[src/rtl/cpu_datapath_pkg.sv]
// Shared definitions for the SAP datapath: control-line bit positions and
// one-hot masks, opcode values and flag indices.
package cpu_datapath_pkg;

    localparam int unsigned CTL_W  = 15;
    localparam int unsigned DATA_W = 8;
    localparam int unsigned ADDR_W = 4;
    localparam int unsigned OPC_W  = 4;
    localparam int unsigned FLAG_W = 2;

    // Control-line bit positions
    localparam int unsigned CTL_EP = 0;
    localparam int unsigned CTL_LM = 1;
    localparam int unsigned CTL_C  = 2;
    localparam int unsigned CTL_LI = 3;
    localparam int unsigned CTL_EM = 4;
    localparam int unsigned CTL_LA = 5;
    localparam int unsigned CTL_LB = 6;
    localparam int unsigned CTL_LC = 7;
    localparam int unsigned CTL_LD = 8;
    localparam int unsigned CTL_EI = 9;
    localparam int unsigned CTL_EA = 10;
    localparam int unsigned CTL_EB = 11;
    localparam int unsigned CTL_ES = 12;
    localparam int unsigned CTL_LO = 13;
    localparam int unsigned CTL_LP = 14;

    // One-hot masks
    localparam logic [CTL_W-1:0] CTL_EP_M = CTL_W'(1) << CTL_EP;
    localparam logic [CTL_W-1:0] CTL_LM_M = CTL_W'(1) << CTL_LM;
    localparam logic [CTL_W-1:0] CTL_C_M  = CTL_W'(1) << CTL_C;
    localparam logic [CTL_W-1:0] CTL_LI_M = CTL_W'(1) << CTL_LI;
    localparam logic [CTL_W-1:0] CTL_EM_M = CTL_W'(1) << CTL_EM;
    localparam logic [CTL_W-1:0] CTL_LA_M = CTL_W'(1) << CTL_LA;
    localparam logic [CTL_W-1:0] CTL_LB_M = CTL_W'(1) << CTL_LB;
    localparam logic [CTL_W-1:0] CTL_LC_M = CTL_W'(1) << CTL_LC;
    localparam logic [CTL_W-1:0] CTL_LD_M = CTL_W'(1) << CTL_LD;
    localparam logic [CTL_W-1:0] CTL_EI_M = CTL_W'(1) << CTL_EI;
    localparam logic [CTL_W-1:0] CTL_EA_M = CTL_W'(1) << CTL_EA;
    localparam logic [CTL_W-1:0] CTL_EB_M = CTL_W'(1) << CTL_EB;
    localparam logic [CTL_W-1:0] CTL_ES_M = CTL_W'(1) << CTL_ES;
    localparam logic [CTL_W-1:0] CTL_LO_M = CTL_W'(1) << CTL_LO;
    localparam logic [CTL_W-1:0] CTL_LP_M = CTL_W'(1) << CTL_LP;

    // All lines that drive the shared bus
    localparam logic [CTL_W-1:0] CTL_DRV_M = CTL_EP_M | CTL_EM_M | CTL_EI_M |
                                             CTL_EA_M | CTL_EB_M | CTL_ES_M;

    // Opcodes (IR[7:4])
    localparam logic [OPC_W-1:0] OP_NOP = 4'h0;
    localparam logic [OPC_W-1:0] OP_LDA = 4'h1;
    localparam logic [OPC_W-1:0] OP_LDB = 4'h2;
    localparam logic [OPC_W-1:0] OP_ADD = 4'h3;
    localparam logic [OPC_W-1:0] OP_MOV = 4'h4;
    localparam logic [OPC_W-1:0] OP_JMP = 4'h6;
    localparam logic [OPC_W-1:0] OP_JC  = 4'h7;
    localparam logic [OPC_W-1:0] OP_JZ  = 4'h8;
    localparam logic [OPC_W-1:0] OP_OUT = 4'he;
    localparam logic [OPC_W-1:0] OP_HLT = 4'hf;

    // Flag indices
    localparam int unsigned FLAG_C = 0;
    localparam int unsigned FLAG_Z = 1;

endpackage

[src/rtl/cpu_datapath_program_rom.sv]
// Program memory: synchronous write port, asynchronous read port, not reset.
module cpu_datapath_program_rom
    import cpu_datapath_pkg::*;
#(
    parameter int unsigned MEM_DEPTH = 16
) (
    input  logic              clk,
    input  logic              we,
    input  logic [ADDR_W-1:0] waddr,
    input  logic [DATA_W-1:0] wdata,
    input  logic [ADDR_W-1:0] raddr,
    output logic [DATA_W-1:0] rdata
);

    logic [DATA_W-1:0] mem [MEM_DEPTH];

    // Loader write; independent of reset so programs can be loaded while held
    always_ff @(posedge clk) begin
        if (we) begin
            mem[waddr] <= wdata;
        end
    end

    assign rdata = mem[raddr];

endmodule

[src/rtl/cpu_datapath.sv]
// SAP register/bus datapath: PC, MAR, program memory, IR, A-D, adder, output.
// Optional bus contention detector enabled by CPU_BUS_CONFLICT_CHECK_EN.
module cpu_datapath
    import cpu_datapath_pkg::*;
#(
    parameter int unsigned MEM_DEPTH = 16
) (
    input  logic              clk,
    input  logic              rst,
    input  logic [CTL_W-1:0]  control_lines,
    output logic [OPC_W-1:0]  reg_ir,
    output logic [FLAG_W-1:0] flag_lines,
    output logic [DATA_W-1:0] bus_out,
    output logic [DATA_W-1:0] out_port,
    input  logic              prog_we,
    input  logic [ADDR_W-1:0] prog_addr,
    input  logic [DATA_W-1:0] prog_data,
    output logic              bus_conflict
);

    logic [ADDR_W-1:0] reg_pc;
    logic [ADDR_W-1:0] reg_mar;
    logic [DATA_W-1:0] ir;
    logic [DATA_W-1:0] reg_a;
    logic [DATA_W-1:0] reg_b;
    logic [DATA_W-1:0] reg_c;
    logic [DATA_W-1:0] reg_d;
    logic [DATA_W-1:0] mem_rdata;
    logic [DATA_W-1:0] bus;
    logic [DATA_W:0]   sum_full;

    cpu_datapath_program_rom #(
        .MEM_DEPTH (MEM_DEPTH)
    ) u_program_rom (
        .clk   (clk),
        .we    (prog_we),
        .waddr (prog_addr),
        .wdata (prog_data),
        .raddr (reg_mar),
        .rdata (mem_rdata)
    );

    assign sum_full = (DATA_W+1)'(reg_a) + (DATA_W+1)'(reg_b);

    // Bus driver select, fixed priority EP > EM > EI > EA > EB > ES
    always_comb begin
        bus = '0;
        if (control_lines[CTL_EP]) begin
            bus = {4'h0, reg_pc};
        end else if (control_lines[CTL_EM]) begin
            bus = mem_rdata;
        end else if (control_lines[CTL_EI]) begin
            bus = {4'h0, ir[3:0]};
        end else if (control_lines[CTL_EA]) begin
            bus = reg_a;
        end else if (control_lines[CTL_EB]) begin
            bus = reg_b;
        end else if (control_lines[CTL_ES]) begin
            bus = sum_full[DATA_W-1:0];
        end
    end

    assign bus_out = bus;
    assign reg_ir  = ir[DATA_W-1:DATA_W-OPC_W];

    // Program counter: jump load has priority over increment
    always_ff @(posedge clk or negedge rst) begin
        if (!rst) begin
            reg_pc <= '0;
        end else if (control_lines[CTL_LP]) begin
            reg_pc <= bus[ADDR_W-1:0];
        end else if (control_lines[CTL_C]) begin
            reg_pc <= reg_pc + ADDR_W'(1);
        end
    end

    // Bus-loaded registers; every load samples the pre-edge bus value
    always_ff @(posedge clk or negedge rst) begin
        if (!rst) begin
            reg_mar  <= '0;
            ir       <= '0;
            reg_a    <= '0;
            reg_b    <= '0;
            reg_c    <= '0;
            reg_d    <= '0;
            out_port <= '0;
        end else begin
            if (control_lines[CTL_LM]) reg_mar  <= bus[ADDR_W-1:0];
            if (control_lines[CTL_LI]) ir       <= bus;
            if (control_lines[CTL_LA]) reg_a    <= bus;
            if (control_lines[CTL_LB]) reg_b    <= bus;
            if (control_lines[CTL_LC]) reg_c    <= bus;
            if (control_lines[CTL_LD]) reg_d    <= bus;
            if (control_lines[CTL_LO]) out_port <= bus;
        end
    end

    // ALU flags, captured only when the adder drives the bus
    always_ff @(posedge clk or negedge rst) begin
        if (!rst) begin
            flag_lines <= '0;
        end else if (control_lines[CTL_ES]) begin
            flag_lines[FLAG_C] <= sum_full[DATA_W];
            flag_lines[FLAG_Z] <= (sum_full[DATA_W-1:0] == '0);
        end
    end

    // C and D have no bus driver in this datapath; mark them as intentionally unread
    logic unused_cd;
    assign unused_cd = ^{reg_c, reg_d};

`ifdef CPU_BUS_CONFLICT_CHECK_EN
    logic conflict_q;

    // Sticky flag: two or more bus drivers asserted at a clock edge
    always_ff @(posedge clk or negedge rst) begin
        if (!rst) begin
            conflict_q <= 1'b0;
        end else if ($countones(control_lines & CTL_DRV_M) > 1) begin
            conflict_q <= 1'b1;
        end
    end

    assign bus_conflict = conflict_q;
`else
    assign bus_conflict = 1'b0;
`endif

endmodule

[config.mk]
export PLATFORM = sky130hd
export DESIGN_NAME = cpu_datapath
export DESIGN_NICKNAME = d
export VERILOG_FILES = /design/src/rtl/cpu_datapath_pkg.sv /design/src/rtl/cpu_datapath_program_rom.sv /design/src/rtl/cpu_datapath.sv
export SDC_FILE = /design/constraint.sdc
export NUM_CORES = 1
export LEC_CHECK = 0
export ABC_CLOCK_PERIOD_IN_PS = 3250
export CELL_PAD_IN_SITES_DETAIL_PLACEMENT = 1
export CELL_PAD_IN_SITES_GLOBAL_PLACEMENT = 2
export CORE_ASPECT_RATIO = 0.5
export CORE_UTILIZATION = 40
export CTS_CLUSTER_SIZE = 30
export DETAILED_ROUTE_END_ITERATION = 12
export MAX_ROUTING_LAYER = met4
export PLACE_DENSITY = 0.8
export SYNTH_ARGS = -nofsm -noshare
export SYNTH_HDL_FRONTEND = slang
export SYNTH_SLANG_ARGS = --single-unit
[constraint.sdc]
create_clock -name clk -period 3.25 [get_ports clk]
set_clock_uncertainty 0.15 [all_clocks]
set_input_delay 0.8125 -clock clk [delete_from_list [all_inputs] [get_ports clk]]
set_output_delay 0.8125 -clock clk [all_outputs]
set_load 0.005 [all_outputs]
; ---- After elaboration in Yosys (flattened, before gate mapping)
; Memory sizes are Yosys's and may differ from the RTL's.
; Index checks and enable logic that the tools add are counted.
[classes]
addsub = 2
n_mux = 10
reduce_logical = 2
[op_table]
columns = operator, n
row1 = two-way mux 8 bit, 6
row2 = adder 8 x 8 -> 9 bit, 1
row3 = logical NOT 8 bit, 1
row4 = two-way mux 4 bit, 2
row5 = "adder 4 x 1 -> 4 bit, second input constant", 1
row6 = two-way mux 1 bit, 2
row7 = nonzero test 2 bit, 1
[totals]
ff_bits = 42
ram_bits = 128
in_bits = 30
out_inout_bits = 23
n_memories = 1
[memory_table]
columns = memory, words, word_bits, rd, rd_ports_with_merged_regs, wr, line
row1 = u_program_rom.mem, 16, 8, 1, 0, 1, cpu_datapath_program_rom.sv:15  ; logic [DATA_W-1:0] mem [MEM_DEPTH];

; ---- Longest topological paths before layout
; Gate-level depths: netlist of the first run.
[depth]
depth_word = 8
depth_mapped = 7
depth_no_buf = 7

; ---- Modules after synthesis
; A second synthesis of the first run with hierarchy kept.
[unflattened]
hier_cells = 458
area_unflattened_um2 = 7477.2
[by_module_without_submodules]
columns = module, n_inst, cells_per_inst, area_per_inst_um2, seq_area_each_um2
row1 = cpu_datapath_program_rom, 1, 221, 4987.3, 3843.7
row2 = cpu_datapath, 1, 237, 2489.9, 1051.0

; ---- Least setup slack after synthesis of the first run
; OpenSTA, ideal clock, no wires.
[synth_path]
path_type = input -> output
start = input port control_lines[11]
end = output port bus_out[5]
arrival_time_ps = 2072
required_ps = 2288
slack_ps = 215
stages = 4
path_buffers = 0
cell_sequence = or3b_1 -> a21oi_1 -> or4b_1 -> a31oi_2
[synth_via]
elab_chain_len = 5
[synth_lines]
columns = item, line
row1 = from (decl), cpu_datapath.sv:10  ; input logic [CTL_W-1:0] control_lines,
row2 = two-way mux 8 bit, cpu_datapath.sv:56  ; end else if (control_lines[CTL_EB]) begin
row3 = two-way mux 8 bit, cpu_datapath.sv:54  ; end else if (control_lines[CTL_EA]) begin
row4 = two-way mux 8 bit, cpu_datapath.sv:52  ; end else if (control_lines[CTL_EI]) begin
row5 = two-way mux 8 bit, cpu_datapath.sv:50  ; end else if (control_lines[CTL_EM]) begin
row6 = two-way mux 8 bit, cpu_datapath.sv:48  ; if (control_lines[CTL_EP]) begin
row7 = to (decl), cpu_datapath.sv:13  ; output logic [DATA_W-1:0] bus_out,
; Every way passes these cells.

; ---- Worst setup path in the final report of the first run
[layout_path]
start = register reg_mar[0]
end = output port bus_out[7]
[layout_via]
elab_chain_len = 3
[layout_lines]
columns = item, line
row1 = from (decl), cpu_datapath.sv:22  ; logic [ADDR_W-1:0] reg_mar;
row2 = from (signal assigned), cpu_datapath.sv:88  ; if (control_lines[CTL_LM]) reg_mar <= bus[ADDR_W-1:0];
row3 = memory (16 x 8 bit), --
row4 = two-way mux 8 bit, cpu_datapath.sv:50
row5 = two-way mux 8 bit, cpu_datapath.sv:48
; Every way passes these cells.

==> results of run 1 <==
## per-stage QoR
| step | power [mW] | hold slack (ps) | setup TNS (ps) | setup slack [ps] |
|---|---|---|---|---|
| 2_1_floorplan | 3.51 | 317 | 0 | 215 |
| 3_3_place_gp | 4.23 | 338 | -5140 | -903 |
| 3_5_place_dp | 4.27 | 348 | -5080 | -863 |
| 4_1_cts | 6.54 | 232 | -2430 | -397 |
| 5_1_grt | 6.85 | 236 | -2800 | -467 |
| 6_report | 6.61 | 217 | -2170 | -400 |
## state kept, by name, summed over array words and instances (netlist names)
register / cells
reg_mar: 4
u_program_rom.mem: 128
flag_lines: 2
out_port: 8
reg_pc: 4
reg_b: 8
reg_a: 8
ir: 8
## per-layer routing
metal | wire length (um) | global-route usage | vias up
li1 | - | - | 2220
met1 | 8800 | 0.274 | 2511
met2 | 10200 | 0.384 | 112
met3 | 768 | 0.0380 | 19
met4 | 253 | 0.0509 | 0
met5 | 0 | - | -
## kinds of logic (layout without fill, tap and decap cells)
family          after synthesis  count (layout)  share of synthesized area
flops                       170             170                      0.653
simple gates                107             107                     0.0686
compound gates               97              97                     0.0866
mux                          65              65                      0.140
buf+inv                      48             200                     0.0282
fa+ha+maj                    10              10                     0.0177
xor+xnor                      5               5                    0.00584
other cells                   1               1                   0.000500
## layout make-up
| cell class | instances | area (um^2) | share of cell area |
|---|---|---|---|
| Sequential cell | 170 | 4900 | 0.497 |
| Timing Repair Buffer | 145 | 1330 | 0.135 |
| Clock buffer | 17 | 425 | 0.0432 |
| Tap cell | 234 | 293 | 0.0297 |
| Multi-Input combinational cell | 285 | 2650 | 0.269 |
| Inverter | 23 | 86.3 | 0.00876 |
| Clock inverter | 15 | 175 | 0.0178 |
## what timing repair did
item / CTS / global route
endpoints found under the hold margin: 0 / 0
buffers inserted: 16 / 4
setup endpoints to repair: 8 / 8
pin swaps: 19 / 4
resized for setup: 79 / 16
hold buffers: 0 / 0
gates cloned: 1 / 1
## cells in the mapped netlist (all sizes together), types with 2 or more instances
| cell type | count | share of area |
|---|---|---|
| o21ai | 8 | 0.0053 |
| ha | 9 | 0.015 |
| mux2i | 8 | 0.011 |
| nand3 | 4 | 0.0027 |
| xnor2 | 2 | 0.0023 |
| o221ai | 3 | 0.0035 |
| a21oi | 39 | 0.026 |
| nand2b | 4 | 0.0033 |
| a211oi | 5 | 0.0057 |
| a211o | 2 | 0.0023 |
| xor2 | 3 | 0.0035 |
| o31ai | 8 | 0.0080 |
| clkbuf | 11 | 0.0055 |
| dfrtp | 42 | 0.14 |
| nor2 | 42 | 0.021 |
| and3 | 3 | 0.0025 |
| edfxtp | 128 | 0.51 |
| inv | 22 | 0.011 |
| a221o | 2 | 0.0027 |
| and2 | 3 | 0.0025 |
| o31a | 2 | 0.0023 |
| a31oi | 8 | 0.010 |
| o22ai | 9 | 0.0075 |
| nand3b | 5 | 0.0050 |
| or3b | 2 | 0.0023 |
| mux4 | 29 | 0.087 |
| nor3b | 2 | 0.0020 |
| buf | 14 | 0.011 |
| or2 | 3 | 0.0025 |
| nor3 | 10 | 0.0067 |
| nand2 | 20 | 0.010 |
| nor2b | 4 | 0.0033 |
| or3 | 3 | 0.0025 |
| a221oi | 3 | 0.0035 |
| mux2 | 28 | 0.042 |
## critical path: cells and delay by family, from the launching register on
kind | cells | cell delay [ps]
DFF | 1 | 470
AOI/OAI and AO/OA | 2 | 250
muxes | 2 | 780
buffers and inverters | 5 | 750
## where the power goes
part	internal, mW	total (mW)	leakage [nW]	switching [mW]
registers	2.49	2.62	1.66	0.130
logic	1.07	1.97	1.71	0.907
clock network	1.04	2.01	0.293	0.975
total	4.60	6.61	3.67	2.01
## how the worst max path moves through the flow
stage	to	slack [ps]	from
2_1_floorplan	bus_out[5]	220	control_lines[11]
3_3_place_gp	bus_out[5]	-900	control_lines[12]
3_5_place_dp	bus_out[5]	-860	control_lines[12]
4_1_cts	bus_out[7]	-400	reg_mar[0]
5_1_grt	bus_out[7]	-470	reg_mar[0]
6_report	bus_out[7]	-400	reg_mar[0]
==> flow_summary_export.csv, run 1 <==
group,metric,value,unit
finish,nNetsFinal,682,
finish,utilization,0.551,
run,maxCapViolCount,0,
setup_path,cp_slowest_cell,"mux4_2",
sta,worst_slack,-400,ps
sta,drv_slew,0,
detailed_routing,drc_errors,0,
cts,cts_root_buf,"clkbuf_16",
floorplan,row_count,34,
outcome,failed_checks,"setup timing",
setup_path,cp_max_fo,5,
cts,htree_num_levels,4,
setup_path,r2r-start,"reg_mar[0]",
grt,grt_antenna_before_repair,0,
floorplan,io_pins,53,
setup_path,cp_slowest_stage_delay,510,ps
finish,finish.instance_area,9850,um^2
cts,cts_made_buffers,17,
sta,rsz0062_at_grt,"true",
detailed_routing,post_drt_wl_per_cell,22.5,um
setup_path,r2r_cells,10,
sta,hold_viol,0,
detailed_routing,drtAntennaViolNets,0,
placed_design,dpl.hpwl,13.2,mm
finish,final_cells,889,
setup_path,reg2reg_slack,420,ps
sta,layout_min_cycle_time,3650,ps
placed_design,portBuffers,49,
setup_path,path_cells,"buf_12 > buf_12 > buf_4 > mux2_2 > mux4_2 > o221ai_2 > buf_4 > a31oi_1 > buf_2",
pwr,peakVddDrop,0.377,mV
grt,grt_pass1_wl,30.4,mm
synth,synth-seq-cells,170,
sta,setup_viol,8,
finish,n_fill_cell,1710,
floorplan,die_area,19300,um^2
sta,max_clock_freq,0.274,GHz
pwr,leakagePower,3.67,nW
sta,timing.final.crit_share,1.12,
detailed_routing,routed_wirelength,20.0,mm
floorplan,core,17900,um^2
synth,synth_warnings,0,
cts,cts_tree,"yes",
grt,grt.overflow.total,0,
grt,grt_use_total,0.222,
detailed_routing,via_per_inst,5.47,
floorplan,die_w,196,um
synth,syn_area,7500,um^2
synth,avgSynthCellArea,14.9,um^2
setup_path,arrival,2690,ps
pwr,cellPowerDensity,671,nW/um^2
outcome,status,"complete, but fails checks",
setup_path,cp-start-kind,"register",
setup_path,path_class,"register to output port",
placed_design,gp_congestion,0.822,
finish,n_antenna_cell,0,
finish,drive_gt1_frac,0.359,
setup_path,reg2reg_to,"ir[7]",
synth,synth-edff-count,128,
setup_path,cp.required,2290,ps
synth,synthCells,503,
synth,synthArstFlopShare,0.247,
finish,layout.cells.most_common_list,"edfxtp_1, buf_4, nor2_1, dfrtp_1, clkdlybuf4s50_1",
placed_design,dp.cells,837,
detailed_routing,drt_iter0_drc,262,
placed_design,place_area,8800,um^2
synth,ys.flop_type,"edfxtp_1",
grt,grt_pass1_vias,5261,
grt,grt_max_degree,26,
synth,seq_area_frac_synth,0.653,
detailed_routing,vias,4862,
cts,clock-sinks,170,
floorplan,die_h,98.8,um
setup_path,worstSetupEndpointType,"output port",
synth,ys_types,54,
synth,syn-num-nets,543,
sta,tightest_slew,676,ps
cts,clk_pin_slew,80,ps
detailed_routing,firstDrtPassIters,4,
hold_path,hold_path_class,"primary input to async pin",
cts,clk_path_buf_depth,2,
floorplan,initial_core_util,0.420,
finish,area_growth,31.4,%
sta,slew_headroom,0.548,
finish,final_common_cell,"edfxtp_1",
cts,clock_latency,430,ps
Note: power is estimated with default switching activity, not from simulation.
==> run 2: changes to the inputs <==
--- a/config.mk
+++ b/config.mk
@@ -16,2 +16,3 @@
 export PLACE_DENSITY = 0.8
+export SLEW_MARGIN = 20
 export SYNTH_ARGS = -nofsm -noshare
--- a/constraint.sdc
+++ b/constraint.sdc
@@ -4,2 +4,2 @@
 set_output_delay 0.8125 -clock clk [all_outputs]
-set_load 0.005 [all_outputs]
+set_load 0.02 [all_outputs]
==> flow_summary_export.csv, run 2 (synthesized netlist as in run 1, its figures left out) <==
group,metric,value,unit
cts,clk_path_buf_depth,2,
floorplan,die_h,98.8,um
sta,fin_tns_setup,-1960,ps
sta,holdWs,301,ps
pwr,pwr-share-seq,0.385,
setup_path,cp.required,2290,ps
outcome,status,"complete, but fails checks",
detailed_routing,drc_errors,0,
pwr,p_int,4.67,mW
detailed_routing,vias,4910,
placed_design,dpl.hpwl,13.6,mm
cts,clk_pin_slew,80,ps
detailed_routing,drt_iter0_drc,329,
placed_design,gp_congestion,0.840,
cts,cts_tree,"yes",
run,maxCapViolCount,0,
outcome,failed_checks,"setup timing",
grt,grt_antenna_before_repair,0,
sta,hold_viol,0,
setup_path,reg2reg_slack,560,ps
grt,grt_pass1_wl,31.7,mm
floorplan,die_w,196,um
placed_design,portBuffers,49,
detailed_routing,routed_wirelength,20.3,mm
pwr,power_frac_comb,0.295,
sta,tightest_slew,781,ps
cts,clock_latency,440,ps
detailed_routing,firstDrtPassIters,4,
floorplan,row_count,34,
setup_path,critical_path.most_common_cell,"buf_6",
setup_path,cp_slowest_cell,"mux4_2",
setup_path,path_cells,"buf_12 > buf_6 > mux4_2 > mux2_4 > o22ai_4 > buf_6 > o31a_1 > inv_1 > buf_6",
cts,htree_num_levels,4,
setup_path,critPathBufInv,5,
floorplan,io_pins,53,
finish,layout.cells.most_common_list,"edfxtp_1, buf_4, nor2_1, dfrtp_1, clkdlybuf4s50_1",
finish,utilization,0.555,
setup_path,r2r-start,"reg_mar[0]",
sta,max_clock_freq,0.280,GHz
setup_path,cp-startpoint,"reg_mar[0]",
sta,layout_min_cycle_time,3580,ps
sta,rsz0062_at_grt,"true",
finish,area_growth,32.2,%
cts,cts_root_buf,"clkbuf_16",
floorplan,die_area,19300,um^2
sta,timing.final.crit_share,1.10,
sta,worst_slack,-325,ps
pwr,cellPowerDensity,688,nW/um^2
finish,final_common_cell,"edfxtp_1",
setup_path,arrival,2610,ps
pwr,leakagePower,3.71,nW
grt,grt_max_degree,33,
pwr,p_sw_frac,0.315,
finish,nNetsFinal,684,
placed_design,dp.cells,851,
pwr,p_clk_frac,0.320,
finish,final_cells,891,
setup_path,reg2reg_to,"out_port[7]",
pwr,switchingPower,2.15,mW
setup_path,r2r_cells,9,
detailed_routing,post_drt_wl_per_cell,22.7,um
floorplan,initial_core_util,0.420,
finish,n_antenna_cell,0,
finish,drive_gt1_frac,0.364,
sta,setup_viol,8,
cts,hold_buffers,0,
grt,grt_pass1_vias,5436,
setup_path,cp-start-kind,"register",
finish,n_fill_cell,1726,
sta,slew_headroom,0.480,
setup_path,path_class,"register to output port",
grt,grt.overflow.total,0,
setup_path,cp_max_fo,6,
setup_path,cp_slowest_stage_delay,510,ps
setup_path,worstSetupEndpointType,"output port",
setup_path,critical-path-top-delay-family,"multiplexers",
detailed_routing,drtAntennaViolNets,0,
finish,regMostFlops,"u_program_rom.mem",
cts,cts_made_buffers,17,
sta,drv_slew,0,
hold_path,hold_path_class,"primary input to async pin",
cts,clock-sinks,170,
grt,grt_use_total,0.230,
floorplan,core,17900,um^2
pwr,peakVddDrop,0.453,mV
pwr,power,6.81,mW
detailed_routing,via_per_inst,5.51,
finish,largest_reg_flops,128,
-- run 2: metrics by stage --
step           worst slack [ps]  area [um^2]
2_1_floorplan              82.2         7500
3_3_place_gp              -1010         8900
3_5_place_dp               -981         8900
4_1_cts                    -354         9850
5_1_grt                    -387         9910
6_report                   -325         9910
-- run 2: what timing repair did --
action	in CTS	in global routing
buffers inserted	6	2
pin swaps	14	5
cloned	1	0
resized for setup	102	17
setup endpoints to repair	8	8
-- run 2: cell type report --
| cell class | count | area (um^2) | share of cell area |
|---|---|---|---|
| clock buffer | 17 | 425 | 0.0429 |
| clock inverter | 15 | 220 | 0.0222 |
| inverter | 23 | 86.3 | 0.00871 |
| multi-input combinational | 285 | 2640 | 0.267 |
| sequential | 170 | 4900 | 0.494 |
| tap | 234 | 293 | 0.0295 |
| timing repair buffer | 147 | 1340 | 0.136 |
-- run 2: worst reg2reg max path, cell delays in order, from the launching register on --
cell and delay, ps:
dfrtp_2 470, buf_12 170, buf_12 140, mux2_4 300, mux4_2 500, o221ai_2 190, buf_6 150, a31oi_4 50
buf_4 190, mux2_2 270
-- run 2: power by group through the flow --
stage	combinational, mW	clock [mW]	sequential (mW)
after detailed placement	1.76	0	2.66
after global placement	1.71	0	2.65
after floorplan	0.926	0	2.65
after global routing	2.16	2.27	2.64
final	2.01	2.18	2.62
after CTS	1.96	2.20	2.62
-- run 2: worst max path at each step --
stage	cells past startpoint	end
after floorplan	4	bus_out[5]
after global placement	6	bus_out[5]
after detailed placement	6	bus_out[5]
after CTS	7	bus_out[4]
after global routing	9	bus_out[0]
final	9	bus_out[0]
-- run 2: layer usage --
| layer | vias to the layer above | share of wire | GRT usage |
|---|---|---|---|
| met5 | - | 0 | - |
| met4 | 0 | 0.012 | 0.0678 |
| met3 | 27 | 0.029 | 0.0339 |
| met2 | 100 | 0.52 | 0.396 |
| met1 | 2559 | 0.44 | 0.285 |
| li1 | 2224 | - | - |
